[config.mk]
export PLATFORM = sky130hd
export DESIGN_NAME = rx_byte_delay_line
export DESIGN_NICKNAME = d
export VERILOG_FILES = /design/src/rtl/mac_if_pkg.sv /design/src/rtl/rx_byte_delay_line.sv
export SDC_FILE = /design/constraint.sdc
export NUM_CORES = 1
export LEC_CHECK = 0
export ABC_AREA = 0
export CAP_MARGIN = 20
export CORE_UTILIZATION = 47
export DETAILED_ROUTE_END_ITERATION = 10
export GPL_TIMING_DRIVEN = 0
export HOLD_SLACK_MARGIN = 0.05
export PLACE_DENSITY = 0.73
export SLEW_MARGIN = 20
export SYNTH_ARGS = -nofsm -noshare
export SYNTH_HDL_FRONTEND = slang
export SYNTH_SLANG_ARGS = --single-unit
[constraint.sdc]
create_clock -name clk -period 0.8 [get_ports clk]
set_input_delay 0.16 -clock clk [delete_from_list [all_inputs] [get_ports clk]]
set_output_delay 0.16 -clock clk [all_outputs]
set_load 0.02 [all_outputs]
[src/rtl/mac_if_pkg.sv]
// Shared MAC receive-path types: address constants, filter FSM states and
// the delay-line entry carried alongside each byte.
package mac_if_pkg;

  localparam int MAC_ADDR_W     = 48;
  localparam int MAC_ADDR_BYTES = 6;
  localparam logic [MAC_ADDR_W-1:0] BCAST_MAC = 48'hFFFF_FFFF_FFFF;

  typedef enum logic [2:0] {
    IDLE,
    DST,
    FWD,
    DROP,
    FLUSH
  } rx_filt_state_e;

  typedef struct packed {
    logic [7:0] data;
    logic       valid;
    logic       last;
    logic       err;
  } dl_entry_t;

  // Bit MAC_ADDR_W-8 is the I/G bit: bit 0 of the first DA byte on the wire.
  function automatic logic da_accept(input logic [MAC_ADDR_W-1:0] da,
                                     input logic [MAC_ADDR_W-1:0] own,
                                     input logic                  promisc,
                                     input logic                  accept_mcast);
    return (da == own) || (da == BCAST_MAC) || promisc ||
           (da[MAC_ADDR_W-8] && accept_mcast);
  endfunction

endpackage

[src/rtl/rx_byte_delay_line.sv]
// Fixed-depth byte delay line. The entry leaving stage 0 can be tagged
// last/err, since end of frame is only visible one cycle after the last byte.
module rx_byte_delay_line
  import mac_if_pkg::*;
#(
  parameter int DELAY_DEPTH = MAC_ADDR_BYTES
) (
  input  logic      clk,
  input  logic      rst,
  input  dl_entry_t in_entry,
  input  logic      tag_last,
  input  logic      tag_err,
  output dl_entry_t tail
);

  dl_entry_t stage_q [DELAY_DEPTH];
  dl_entry_t stage0_tagged;

  // NOTE: every combinational output gets a default first so no latch is inferred.
  always_comb begin
    stage0_tagged      = stage_q[0];
    stage0_tagged.last = stage_q[0].last | tag_last;
    stage0_tagged.err  = stage_q[0].err  | tag_err;
  end

  // NOTE: this storage is reset on purpose -- stale bytes must never be
  // forwarded after a reset, so the whole line is cleared, not just the head.
  always_ff @(posedge clk) begin
    if (rst) begin
      for (int i = 0; i < DELAY_DEPTH; i++) stage_q[i] <= '0;
    end else begin
      // NOTE: non-blocking assignments make every stage read the old value of its neighbour.
      stage_q[0] <= in_entry;
      for (int i = 1; i < DELAY_DEPTH; i++)
        stage_q[i] <= (i == 1) ? stage0_tagged : stage_q[i-1];
    end
  end

  assign tail = stage_q[DELAY_DEPTH-1];

endmodule

Word level (Yosys, flattened, before mapping). Memories as Yosys holds them, arrays and structs flattened. Index checks and enable logic that the tools add are counted.

Bits in writable memories: 66. Memories kept: 1. Input port bits: 15. Register bits after elaboration: 0. Logic and storage cells: 18.

Mux-type cells: 9. Bitwise operators: 8.

Memory list: stage_q (depth 6, bits a word 11, rd ports 6, clocked after memory_dff 0, write ports 6, RTL line rx_byte_delay_line.sv:16) `dl_entry_t stage_q [DELAY_DEPTH];`.

Operators with widths (number): $mux 11 (6); $or 1x1->1 (8); $mux 1 (3).

Logic depth before layout (Yosys ltp). Gate-level depths: netlist of run 1.

Depth after elaboration: 3. Depth in mapped cells: 3. Mapped depth without buffers: 1.

Worst setup path after synthesis of run 1. OpenSTA, ideal clock, no wires.

Path type: in2reg. From: input rst. To: memory stage_q[0][11] (netlist name). Required time: 0.742 ns. Path slack: 0.159 ns. Cell stages on the path: 3. Data arrival time: 0.583 ns. Library setup time: 0.058 ns. Cell sequence: buf_6 > buf_6 > o21ba_1.

RTL lines: from (decl) (RTL line rx_byte_delay_line.sv:9) `input logic rst,`; to (decl) (RTL line rx_byte_delay_line.sv:16).

==> results_dict.tcl, run 1 <==
set metrics [dict create \
    outcome "finished with violations" \
    violations "setup timing" \
    cts_buffers 9 \
    syn_inst 150 \
    drt_pass1_iterations 4 \
    ys_ff_latch 66 \
    drc_errors 0 \
    crit_family "flip-flops" \
    h-tree-depth 3 \
    clockRootBuffer "clkbuf_8" \
    hold_path.class "in -> reg" \
    post-route-min-period_ps 924 \
    start_util_pct 50.0 \
    startpoint_type "flop" \
    synthMuxAreaShare_pct 0 \
    tightest_slew_ps 251 \
    syn_nets 165 \
    synth.top_cells.by_area "dfxtp_1, nor2b_1, buf_4" \
    cp_slowest_cell "dfxtp_2" \
    grt_pass1_wl_mm 3.66 \
    crit_arrival_ps 760 \
    mostFrequentLayoutCell "nor2b_1" \
    max_stage_delay_ps 320 \
    fin_area_mm2 0.00232 \
    place_hpwl_mm 1.44 \
    clk_latency_ps 320 \
    yosysSeqAreaShare_pct 70.6 \
    synth_xor_area_share_pct 0 \
    crit_chain "buf_6" \
    placed_cell_area_mm2 0.00217 \
    grt_max_degree 11 \
    setup_viol 16 \
    ant_nets 0 \
    largest_reg_flops 66 \
    dp.cells 222 \
    post_cts_buffers 0 \
    cts.sinks 66 \
    routedWlPerCell_um 9.27 \
    synth_fa_ha_area_share_pct 0 \
    gp_congestion 0.624 \
    rsz0062_at_grt "true" \
    synth_top_family_by_area "simple AND/OR/NAND/NOR gates" \
    cp_max_fo 1 \
    dieWidth_um 65.1 \
    p_leak_nw 0.959 \
    fin_total_pwr_mw 6.08 \
    port_buffers 24 \
    netlist_area_mm2 0.00187 \
    critPathRequiredTime_ps 640 \
    fp.dieH_um 65.1 \
    grtUsageTotal_pct 12.8 \
    ys.warnings.count 0 \
    final_cell_mix "nor2b_1, dfxtp_1, buf_6, clkdlybuf4s50_1, clkbuf_8" \
    finalWirelength_mm 2.12 \
    drive_above_1_share_pct 23.8 \
    clkTransAtPathRegs_ps 60 \
    worst_slack_ps -124 \
    clock_skew_ps 3.32 \
    nets 191 \
    crit_type "reg -> out" \
    stdcell_count 229 \
    peakVddDrop_v 0.00163 \
    ys_types 6 \
    io_pins 26 \
    rows 22 \
    top_register "stage_q" \
    max_freq_mhz 1080 \
    yosys.area.top_type "dfxtp_1" \
    coreArea_mm2 0.00374 \
    drt-vias-per-instance 4.13 \
    slew_headroom_pct 83.2 \
    syn_to_final_growth_pct 23.9 \
    fin_crit_sh_pct 115 \
    synth.avg_cell_area_um2 12.5 \
    end_kind "primary output" \
    synthSimpleGateAreaFrac_pct 21.4 \
    overflow 0 \
    detail_route.iter0.violations 9 \
    hold_violations 0 \
    grt_antenna_before_repair 0 \
    vias 946 \
    netlist.area_leader.share_pct 70.6 \
    cts_tree "done" \
    report.final.slew_viol_count 0 \
    fillCellCount 315 \
    place_ws_ps -340 \
    clk_path_buf_depth 2 \
    synth_compound_area_share_pct 1.07 \
    num_antenna_cells 0 \
    p_per_area_mw_per_mm2 2620 \
    cap_viol_max_count 0 \
    finalCoreUtilization_pct 62.0 \
    dieArea_mm2 0.00424 \
    reg.largest.list "stage_q (66)" \
    first_global_vias 928 \
    cp_num_buf_inv 1 \
]
[through the flow]
step / hold slack, ps / setup TNS [ps]
finish: 119 / -1360
global route: 123 / -1860
CTS: 111 / -1600
detailed placement: 382 / -3710
global placement: 373 / -3580
floorplan: 288 / 0
[worst paths after layout]
check                         to            from  slack [ps]  cells past startpoint
setup / recovery         tail[3]  stage_q[0][58]        -120                      1
hold reg to reg   stage_q[0][57]  stage_q[0][46]         430                      1
hold / removal     stage_q[0][5]             rst         120                      2
setup reg to reg  stage_q[0][12]   stage_q[0][1]         230                      1
[Yosys cell counts (all sizes together)]
library cell and n:
buf 18, dfxtp 66, o21ba 2, nor2b 64
[cell families (layout without fill, tap and decap cells)]
group                  after synthesis  after routing
DFF                                 66             66
and+or+nand+nor                     64             64
buffers and inverters               18             49
AOI/OAI and AO/OA                    2              2
[final cells by class]
type | instances | area, µm² | share of cell area, %
timing repair buffer | 26 | 274 | 11.8
buffer | 7 | 47.5 | 2.05
clock buffer | 14 | 173 | 7.44
multi-input combinational | 66 | 420 | 18.1
sequential | 66 | 1340 | 57.6
clock inverter | 2 | 10.0 | 0.432
tap | 48 | 60.1 | 2.59
[layer usage]
layer  track usage [%]  wire (µm)  vias up  part of all wire (%)
met1              9.94        830      414                    39
met4              8.15         54        0                   2.5
met2              22.8       1080       35                    51
li1                  -          -      490                     -
met3              8.33        155        7                   7.3
met5                 0          0        -                     0
[what timing repair did]
action | in CTS | in global routing
hold buffers | 1 | 2
gates cloned | 0 | 0
endpoints found under the hold margin | 6 | 1
resized for setup | 77 | 0
endpoints found under the setup margin | 11 | 17
[where the power goes]
part	leakage, nW	switching, mW	internal, mW
Sequential	0.544	0.0179	3.38
Clock	0.0965	1.09	1.37
Combinational	0.318	0.0813	0.139
Power figures use the tool's default switching activity.
==> inputs of run 2 (changes only) <==
Settings changed: SKIP_LAST_GASP set to 1.
==> results of run 2 <==
The final DEF is identical to that of run 1; final timing and power are the same.
